--- config.mk ---
export PLATFORM = sky130hd
export DESIGN_NAME = ahb_slave_arbiter
export DESIGN_NICKNAME = d
export VERILOG_FILES = /design/src/rtl/ahb_arb_pkg.sv /design/src/rtl/ahb_rr_picker.sv /design/src/rtl/ahb_slave_arbiter.sv
export SDC_FILE = /design/constraint.sdc
export NUM_CORES = 1
export LEC_CHECK = 0
export ABC_AREA = 1
export ABC_CLOCK_PERIOD_IN_PS = 2080
export BUFFER_PORTS_ARGS = -buffer_cell sky130_fd_sc_hd__buf_2
export CORE_MARGIN = 4
export CORE_UTILIZATION = 48
export CTS_BUF_LIST = sky130_fd_sc_hd__clkbuf_16
export CTS_CLUSTER_DIAMETER = 200
export DETAILED_ROUTE_END_ITERATION = 8
export GPL_TIMING_DRIVEN = 0
export PLACE_DENSITY_LB_ADDON = 0.25
export SLEW_MARGIN = 20
export SYNTH_ARGS = -nofsm -noshare
export SYNTH_HDL_FRONTEND = slang
export SYNTH_SLANG_ARGS = --single-unit
--- constraint.sdc ---
create_clock -name hclk -period 2.08 [get_ports hclk]
set_input_delay 0.416 -clock hclk [delete_from_list [all_inputs] [get_ports hclk]]
set_output_delay 0.416 -clock hclk [all_outputs]
set_load 0.005 [all_outputs]
--- src/rtl/ahb_arb_pkg.sv ---
// ahb_arb_pkg: arbiter state encoding and priority-mode constants shared with the bus matrix.
package ahb_arb_pkg;
    typedef enum logic [1:0] {IDLE, OWN, LOCK} arb_state_e;
    localparam int PRIO_RR    = 0;
    localparam int PRIO_FIXED = 1;
endpackage

--- src/rtl/ahb_rr_picker.sv ---
// ahb_rr_picker: first asserted request searching upward from start+1 with wrap.
module ahb_rr_picker #(
    parameter int N = 4,
    parameter int W = $clog2(N)
) (
    input  logic [N-1:0] req,
    input  logic [W-1:0] start,
    output logic [N-1:0] onehot,
    output logic [W-1:0] idx,
    output logic         valid
);
    logic [W-1:0] k;
    always_comb begin
        onehot = '0;
        idx    = '0;
        valid  = 1'b0;
        k      = '0;
        // Scan farthest-first so the nearest requester after start overwrites.
        for (int i = N; i >= 1; i--) begin
            k = W'((int'(start) + i) % N);
            if (req[k]) begin
                onehot    = '0;
                onehot[k] = 1'b1;
                idx       = k;
                valid     = 1'b1;
            end
        end
    end
endmodule

--- src/rtl/ahb_slave_arbiter.sv ---
// ahb_slave_arbiter: per-slave-port master arbiter with burst/lock hold and data-phase tracking.
module ahb_slave_arbiter
    import ahb_arb_pkg::*;
#(
    parameter int MAS_NUM   = 4,
    parameter int MAS_W     = $clog2(MAS_NUM),
    parameter int PRIO_MODE = 0
) (
    input  logic               hclk,
    input  logic               hreset,
    input  logic [MAS_NUM-1:0] hreq,
    input  logic [MAS_NUM-1:0] hseq,
    input  logic [MAS_NUM-1:0] hlock,
    input  logic               hready,
    output logic [MAS_NUM-1:0] hgrant,
    output logic [MAS_W-1:0]   hmaster,
    output logic [MAS_W-1:0]   hmaster_dp,
    output logic               hsel_dp,
    output logic               hlocked
);
    localparam logic [MAS_W-1:0] LAST = MAS_W'(MAS_NUM - 1);

    arb_state_e         state, state_n;
    logic [MAS_W-1:0]   rr_ptr, rr_n, master_n, start, win_idx;
    logic [MAS_NUM-1:0] win_oh, grant_n;
    logic               win_valid, hold;

    assign start   = (PRIO_MODE == PRIO_FIXED) ? LAST : rr_ptr;
    assign hold    = (state != IDLE) & (hlock[hmaster] | (hseq[hmaster] & hreq[hmaster]));
    assign hlocked = (state == LOCK);

    ahb_rr_picker #(.N(MAS_NUM), .W(MAS_W)) u_pick (
        .req    (hreq),
        .start  (start),
        .onehot (win_oh),
        .idx    (win_idx),
        .valid  (win_valid)
    );

    always_comb begin
        state_n  = IDLE;
        master_n = hmaster;
        rr_n     = rr_ptr;
        grant_n  = '0;
        if (hold) begin
            state_n = hlock[hmaster] ? LOCK : OWN;
            grant_n = hgrant;
        end else if (win_valid) begin
            state_n  = hlock[win_idx] ? LOCK : OWN;
            master_n = win_idx;
            rr_n     = win_idx;
            grant_n  = win_oh;
        end
    end

    always_ff @(posedge hclk or posedge hreset) begin
        if (hreset) begin
            state      <= IDLE;
            rr_ptr     <= LAST;
            hgrant     <= '0;
            hmaster    <= '0;
            hmaster_dp <= '0;
            hsel_dp    <= 1'b0;
        end else if (hready) begin
            state      <= state_n;
            rr_ptr     <= rr_n;
            hgrant     <= grant_n;
            hmaster    <= master_n;
            hmaster_dp <= hmaster;
            hsel_dp    <= (state != IDLE) & hreq[hmaster];
        end
    end
endmodule

==> results.md, run 1 <==
- The wire length on met2 is 1320 um.
- The clock root buffer master is sky130_fd_sc_hd__clkbuf_16.
- The detailed router used layers up to and including met4.
- The final layout contains approximately 210 nets.
- Once layout is complete, the utilization of the core stands at a little under two thirds.
- The routed design has 2690 um of wire.
- By area the synthesized netlist is led by sky130_fd_sc_hd__dfrtp_1, sky130_fd_sc_hd__nand2_1, sky130_fd_sc_hd__ha_1.
- 0 antenna diodes ended up in the layout.
- The critical path crosses 13 cells after its start point.
- Together, buffers and inverters on the worst path number 2.
- The reg-to-reg endpoint is state[0]$_DFFE_PP0P_.
- The largest stage delay on the critical path is 0.57 ns.
- The half-perimeter wire length after placement is 2130 um.
- The pin count of the biggest net entering global routing is 14.
- The largest total area in the synthesized netlist belongs to sky130_fd_sc_hd__dfrtp_1.
- Counting every instance in the synthesized netlist gives roughly 160.
- The worst register-to-register path begins at rr_ptr[0]$_DFFE_PP1P_.
- The class of the most critical hold timing path is in2async.
- Derived from the worst setup path, the maximum achievable clock frequency is between 500 and 600 MHz.
- Once detail routing completed, the nets flagged for antenna violations numbered 0.
- After routing the design area is ~0.0014 mm2.
- The areal power density over the cells is 1910 mW/mm2.
- The wire length the detailed router placed on met1 is 1200 um.
- TritonCTS built the clock tree.
- The core region is between 0.002 and 0.0025 mm2.
- Summing all flip-flop and latch instances after layout gives between 300 and 400 um2.
- The final count of pins violating max slew is 0.
- Dividing the detail-routed via count by the number of cells gives 5.26.
- Setup violations remaining at the end of the flow were counted as 0.
- The final route contains 1131 vias.
- In this run, synthesis inferred 0 flip-flops with an integrated enable.
- The initial antenna violation count is 0.
- At the worst endpoint, the arrival time is approximately 2.1 ns.
- The netlist uses 23 different library cells.
- The CTS buffer count is 3.
- The sequential fraction of the synthesis area is between 20% and 30%.
- The run finished with clean final reports.
- In this run the worst setup path begins at rr_ptr[0]$_DFFE_PP1P_.
- After global routing the overflow that remains totals 0.
- The DRC violations left is 0.
- The via count of the first global-routing pass is around 1100.
- The average instance in the mapped netlist occupies slightly above 7 um2.
- At the later pin of the worst-skew pair, clock insertion delay measures ~0.24 ns.
- The clock arrives with 0.00366 ns of skew.
- The count of cells in the finished layout, fillers not included, comes to between 200 and 250.
- The flip-flop and latch count after synthesis is 13.
- In this run the number of H-tree levels came out at 1.
- The met3 wire length is 131 um.
- The critical path is of the reg2reg type.
- In this run, placement finished with an instance count of approximately 210.
- The die outline height is 56.3 um.
- Summing every instance area after synthesis gives approximately 0.0011 mm2.
- Row generation in the floorplan step produced 17 rows.
- The die width is 56.3 um.
- The internal reg-to-reg setup slack is roughly 0.11 ns.
- The average wire per standard cell is between 10 and 15 um.
- The fraction of layout cells with a size suffix above 1 is between 30 and 40%.
- The maximum root-to-sink buffer count is 2.
- The starting utilization of the core area is 50.6%.
- The worst-case IR drop observed on VDD is a little under 900 uV.
- The global routing usage summed across all routing layers is about 18%.
- The critical path capture point is state[0]$_DFFE_PP0P_.
- In the final layout, the multi-input gates occupy around 730 um2.
- The number of sinks on the clock net is 13.
- The largest driver fanout on the critical path is 11.
- The worst-case headroom to the max-slew limit is a little under half.
- The worst path in the final design needs a cycle of 1.97 ns, including I/O delays and setup.
- Counting the fill cells in the layout gives 214.
- 25 I/O pins were placed.
- Data on the critical path is required at its endpoint by around 2.2 ns.
- Buffers placed on the I/O ports in this run total 24.
- The transition time at the pin with the least slew margin is 0.791 ns.
- The number of nets handed over by synthesis was 180.
- The share of flip-flops with an asynchronous set or reset is 100%.
- Summed over its instances, the top area cell type makes up 24.6% of the synthesized netlist area.
- The number of max-cap violations is 0.
- The primary flip-flop cell chosen by synthesis mapping is sky130_fd_sc_hd__dfrtp_1.
- Dividing the final minimum period by the clock period gives a little over nine tenths.
- The worst setup path is launched from a flop.
- Once placement finished, the instance area stood at 0.00127 mm2.
- Among cell families on the critical path, the largest total delay comes from simple AND/OR/NAND/NOR gates.
- The detailed router finished its first iteration with 27 violations.
- The most numerous cell in the Yosys netlist is sky130_fd_sc_hd__nand2_1.
- The path depth of the worst reg2reg path is 13.
- Walking the worst path, the cells encountered are inv_6 -> ha_4 -> nand3_1 -> nand2_4 -> inv_4 -> nand2_2 -> nand2_2 -> nand3_1 -> nand3_2 -> nand3_1 -> nand2_1 -> nand2_1 -> nand2_1.
- The standby leakage power is around 0.76 nW.
- The number of detailed-route iterations in the first pass is 4.
- Sorting the synthesized cells by how often they occur yields sky130_fd_sc_hd__nand2_1, sky130_fd_sc_hd__inv_1, sky130_fd_sc_hd__o21ai_0.
- Summing internal, switching and leakage power gives between 2 and 3 mW.
- From synthesis to final layout, the design area changed by 26.5%.
- On the critical path, the stage with the largest delay is an instance of sky130_fd_sc_hd__dfstp_2.
- The clock transition at the registers of the reported paths is roughly 0.05 ns.
- The hold violation total from the final report came to 0.
- The final weighted congestion in routability-driven placement is ~0.81.
- The Yosys step of the flow raised 0 warnings.
- The kind of capture point of the worst setup path is a flop.
- The global-route wire length before repair is ~4500 um.
- The floorplan step defined a die boundary enclosing around 0.0032 mm2.
cells in the final DEF (no fill, tap or decap):
cell and n:
sky130_fd_sc_hd__o2111ai_1 1, sky130_fd_sc_hd__dfrtp_1 11, sky130_fd_sc_hd__o21ai_1 3, sky130_fd_sc_hd__nor2_4 1, sky130_fd_sc_hd__o21ai_0 19, sky130_fd_sc_hd__ha_1 7, sky130_fd_sc_hd__a21oi_2 2, sky130_fd_sc_hd__buf_4 2
sky130_fd_sc_hd__nand3_1 15, sky130_fd_sc_hd__clkbuf_16 3, sky130_fd_sc_hd__nand3b_1 1, sky130_fd_sc_hd__inv_6 1, sky130_fd_sc_hd__nand2_1 31, sky130_fd_sc_hd__inv_1 18, sky130_fd_sc_hd__inv_4 3, sky130_fd_sc_hd__nand2_4 5
sky130_fd_sc_hd__nor4_1 1, sky130_fd_sc_hd__a22o_1 1, sky130_fd_sc_hd__dfstp_2 2, sky130_fd_sc_hd__ha_4 1, sky130_fd_sc_hd__inv_2 4, sky130_fd_sc_hd__a21oi_1 8, sky130_fd_sc_hd__o22ai_1 1, sky130_fd_sc_hd__nand3_2 4
sky130_fd_sc_hd__nand2_2 7, sky130_fd_sc_hd__nand3_4 2, sky130_fd_sc_hd__nor2_1 8, sky130_fd_sc_hd__buf_2 24, sky130_fd_sc_hd__or2_2 1
routing by layer:
layer  global-route usage [%]  vias to the layer above
li1                         -                      574
met1                     20.0                      514
met2                     32.6                       38
met3                     3.45                        5
met4                     6.44                        0
met5                        0                        -
registers in the layout, summed over array words and instances (netlist names):
| register | count |
|---|---|
| hgrant | 4 |
| hmaster | 2 |
| rr_ptr | 2 |
| hsel_dp | 1 |
| state | 2 |
| hmaster_dp | 2 |
worst register-to-register path, cell delays in order, from the launching register on:
cell	delay [ns]
sky130_fd_sc_hd__dfstp_2	0.57
sky130_fd_sc_hd__inv_6	0.07
sky130_fd_sc_hd__ha_4	0.31
sky130_fd_sc_hd__nand3_1	0.16
sky130_fd_sc_hd__nand2_4	0.14
sky130_fd_sc_hd__inv_4	0.06
sky130_fd_sc_hd__nand2_2	0.07
sky130_fd_sc_hd__nand2_2	0.06
sky130_fd_sc_hd__nand3_1	0.10
sky130_fd_sc_hd__nand3_2	0.08
sky130_fd_sc_hd__nand3_1	0.09
sky130_fd_sc_hd__nand2_1	0.05
sky130_fd_sc_hd__nand2_1	0.05
sky130_fd_sc_hd__nand2_1	0.04
repair_timing:
item / CTS / global route
setup endpoints to repair: 6 / 3
pin swaps: 0 / 4
hold buffers: 0 / 0
gates resized for setup: 2 / 10
setup buffers: 2 / 0
hold endpoints to repair: 0 / 0
layout make-up:
cell class | count | share of cell area (%)
Clock buffer | 3 | 5.31
Clock inverter | 1 | 0.265
Inverter | 25 | 7.52
Multi-Input combinational cell | 119 | 51.7
Sequential cell | 13 | 23.2
Tap cell | 28 | 2.48
Timing Repair Buffer | 26 | 9.55
cells by family (layout without fill, tap and decap cells):
logic type	after synthesis	count (layout)	share of synthesized area [%]
simple gates	76	76	36.0
compound gates	35	35	17.1
buf+inv	25	55	8.61
flops	13	13	29.3
fa+ha+maj	8	8	8.95
worst min-delay path by stage:
stage	from	slack, ns	end	cells past startpoint
6_report	hreset	0.18	hgrant[2]$_DFFE_PP0P_	2
5_1_grt	hreset	0.25	hgrant[2]$_DFFE_PP0P_	2
4_1_cts	hreset	0.21	hgrant[2]$_DFFE_PP0P_	2
3_5_place_dp	hreset	0.46	hmaster_dp[1]$_DFFE_PP0P_	2
3_3_place_gp	hreset	0.44	hgrant[3]$_DFFE_PP0P_	2
2_1_floorplan	hreset	0.29	hgrant[0]$_DFFE_PP0P_	1
metrics by stage:
stage	hold slack, ns	setup slack, ns	setup TNS (ns)
global route	0.249	-0.00528	-0.00528
global placement	0.440	-0.158	-0.286
finish	0.183	0.114	0
CTS	0.210	0.0242	0
floorplan	0.292	0.0458	0
detailed placement	0.462	-0.219	-0.629
power by group:
| group | switching (mW) | leakage [nW] | internal (mW) | total (mW) |
|---|---|---|---|---|
| clock | 0.105 | 0.0423 | 0.253 | 0.358 |
| combinational | 1.16 | 0.557 | 0.691 | 1.85 |
| sequential | 0.0995 | 0.158 | 0.389 | 0.488 |
| total | 1.36 | 0.757 | 1.33 | 2.70 |
No activity file was read; power rests on OpenSTA's default activity.
==> run 2: changes to the inputs <==
Settings changed: GPL_TIMING_DRIVEN 0 to unset.
==> results.md, run 2 (synthesized netlist as in run 1, its figures left out) <==
- The half-perimeter wire length after placement is 2160 um (+1.5%).
- The number of vias per cell after detailed routing came to 5.20 (-1.2%).
- The clock root buffer master is sky130_fd_sc_hd__clkbuf_16.
- The level count of the clock H-tree came to 1 (unchanged).
- The initial antenna violation count is 0 (unchanged).
- The final count of pins violating max slew is 0 (unchanged).
- The hold violation total from the final report came to 0 (unchanged).
- The run finished with clean final reports.
- The pin count of the biggest net entering global routing is 14 (unchanged).
- The global-route wire length before repair is 4570 um (+1.7%).
- The transition time at the pin with the least slew margin was 0.500 ns (-0.292 ns).
- The clock skew after layout is 0.00433 ns (+0.000668 ns).
- The post-layout minimum cycle time is 1.93 ns (-0.0405 ns).
- The starting utilization of the core area is 50.6% (unchanged).
- The register containing the most flip-flops in the final layout is hgrant.
- The cell count after placement is 214 (+2.4%).
- The met3 capacity usage during global routing is 2.99% (-0.46 points).
- The routing layer with the top usage in global route is met2.
- The fraction of met2 tracks used by global routing was 31.1% (-1.5 points).
- The layout overhead on the synthesized area is 28.1%.
- The diode insertion count for antenna repair is 0 (unchanged).
- The met1 routing resource usage after global routing came to 23.5% (+3.6 points).
- The library cell used most frequently in the layout, excluding fill and tap cells, is sky130_fd_sc_hd__nand2_1.
- The global routing usage summed across all routing layers is 17.8% (+0.056 points).
- The total power of the final layout is 2.74 mW (+1.6%).
- The final period utilization is 92.6% (-1.9 points).
- The number of flip-flops under the largest register name is 4 (unchanged).
- The boundary pin count came to 25 (unchanged).
- The highest clock frequency the design can meet is 519 MHz (+2.1%).
- The worst hold path belongs to the class in2async.
- The fraction of layout cells with a size suffix above 1 is 34.7% (+1.6 points).
- The final setup violation count came to 0 (unchanged).
- The critical path data required time is 2.20 ns (about the same).
- The DRC violations left is 0 (unchanged).
- The quantity of hold-fixing buffers added after cts is 0 (unchanged).
- The maximum root-to-sink buffer count is 2 (unchanged).
- The via count of the first global-routing pass is 1077 (-1.6%).
- The final weighted congestion in routability-driven placement is 0.824 (+1.5%).
- The total number of nets in the final design was 217 (+2.8%).
- The overall routed net length is 2750 um (+2.4%).
- The average wire per standard cell is 12.5 um (-0.36%).
- The library cells used most frequently in the layout, excluding fill and tap cells, are sky130_fd_sc_hd__nand2_1, sky130_fd_sc_hd__buf_2, sky130_fd_sc_hd__inv_1, sky130_fd_sc_hd__o21ai_0, sky130_fd_sc_hd__nand3_1.
- The number of sinks on the clock net is 13 (unchanged).
- The cell class contributing the biggest share of worst-path delay is simple AND/OR/NAND/NOR gates.
- The areal power density over the cells is 1910 mW/mm2 (+0.40%).
- The CTS buffer count is 3 (unchanged).
- The die width is 56.3 um (unchanged).
- The internal reg-to-reg setup slack is 0.15 ns (+0.04 ns).
- The clock transition at the registers of the reported paths is 0.05 ns (about the same).
- The cell row count is 17 (unchanged).
- The cell with the most instances on the worst path is sky130_fd_sc_hd__nand2_1.
- The largest driver fanout on the critical path is 5 (-6).
- The worst-case headroom to the max-slew limit was 66.6% (+20 points).
- The clock latency on the worst-skew pair was 0.24 ns (about the same).
- The number of cells in the finished layout apart from fillers came to 221 (+2.8%).
- The worst setup path category is reg2reg.
- The die outline height is 56.3 um (unchanged).
- The worst slack at placement is 0.0913 ns (+0.310 ns).
- The number of detailed-route iterations in the first pass is 4 (unchanged).
- For this design, the slowest cell found on the critical path is sky130_fd_sc_hd__dfstp_2.
- The post-layout worst setup margin is 0.154 ns (+0.0405 ns).
- The core occupancy in the finished layout came to 64.8% (+0.79 points).
- The total number of vias was 1149 (+1.6%).
- The data arrival at the endpoint of the critical path is 2.05 ns (-0.05 ns).
- The number of max-cap violations is 0 (unchanged).
- The standby leakage power is 0.782 nW (+3.3%).
- The full die area came to 0.00317 mm2 (unchanged).
- The remaining antenna violation count is 0 (unchanged).
- The DRC violation total after the first TritonRoute iteration was 33 (+22%).
- The critical path goes through inv_1 -> ha_4 -> nand3_2 -> nand2_4 -> inv_2 -> nand2_4 -> nand2_1 -> nand2_2 -> nand2_2 -> nand2_1 -> nand3_2 -> nand3_1 -> nand2_1 -> nand2_1 -> nand2_1.
- The largest stage delay on the critical path is 0.53 ns (-0.04 ns).
- The number of buffers and inverters on the critical path came to 2 (unchanged).
- The largest voltage drop on the vdd net was 1050 uV (+18%).
- STA classifies the critical path startpoint as a flop.
- The number of port buffers was 24 (unchanged).
- The post-route cell area is 0.00143 mm2 (+1.2%).
- The core area is 0.00221 mm2 (unchanged).
- The total global routing overflow was 0 (unchanged).
- STA classifies the critical path endpoint as a flop.
- The placement-stage cell area is 0.00131 mm2 (+2.9%).
- The TritonCTS clock tree is yes.
[run 2: changes by cell type in the layout (fill, tap and decap cells not counted), sizes merged]
cell and delta:
buf +6
[run 2: layer usage]
| metal | up-vias | part of all wire [%] |
|---|---|---|
| met3 | 0 | 5.0 |
| met4 | 0 | 0 |
| li1 | 588 | - |
| met5 | - | 0 |
| met1 | 523 | 46 |
| met2 | 38 | 49 |
[run 2: area by class of cell]
type	instances	area (um2)
Clock buffer	3	75.1
Clock inverter	1	3.75
Multi-Input combinational cell	119	712
Fill cell	189	779
Inverter	25	98.8
Tap cell	28	35.0
Sequential cell	13	328
Timing Repair Buffer	32	180
[run 2: what timing repair did]
action	CTS	global route
setup endpoints to repair	0	2
resized for setup	0	4
buffers inserted	0	3
[run 2: per-stage QoR]
step	hold slack (ns)	TNS [ns]
after CTS	0.225	0
after global routing	0.255	-0.0156
after floorplan	0.292	0
final	0.195	0
after detailed placement	0.476	0
after global placement	0.453	0
[run 2: power breakdown]
part | switching (mW) | internal, mW | total [mW]
sequential | 0.0933 | 0.388 | 0.481
combinational | 1.16 | 0.749 | 1.90
clock | 0.102 | 0.253 | 0.356
total | 1.35 | 1.39 | 2.74
[run 2: worst paths after layout]
kind                                             from                        end  cells after the start
worst min register to register  hgrant[3]$_DFFE_PP0P_      hgrant[3]$_DFFE_PP0P_                      2
worst min-delay path                           hreset  hmaster_dp[0]$_DFFE_PP0P_                      2
max in group asynchronous                      hreset      rr_ptr[1]$_DFFE_PP1P_                      2
worst max-delay path            rr_ptr[1]$_DFFE_PP1P_       state[0]$_DFFE_PP0P_                     15
worst max register to register  rr_ptr[1]$_DFFE_PP1P_       state[0]$_DFFE_PP0P_                     15
min in group hclk               hgrant[3]$_DFFE_PP0P_      hgrant[3]$_DFFE_PP0P_                      2
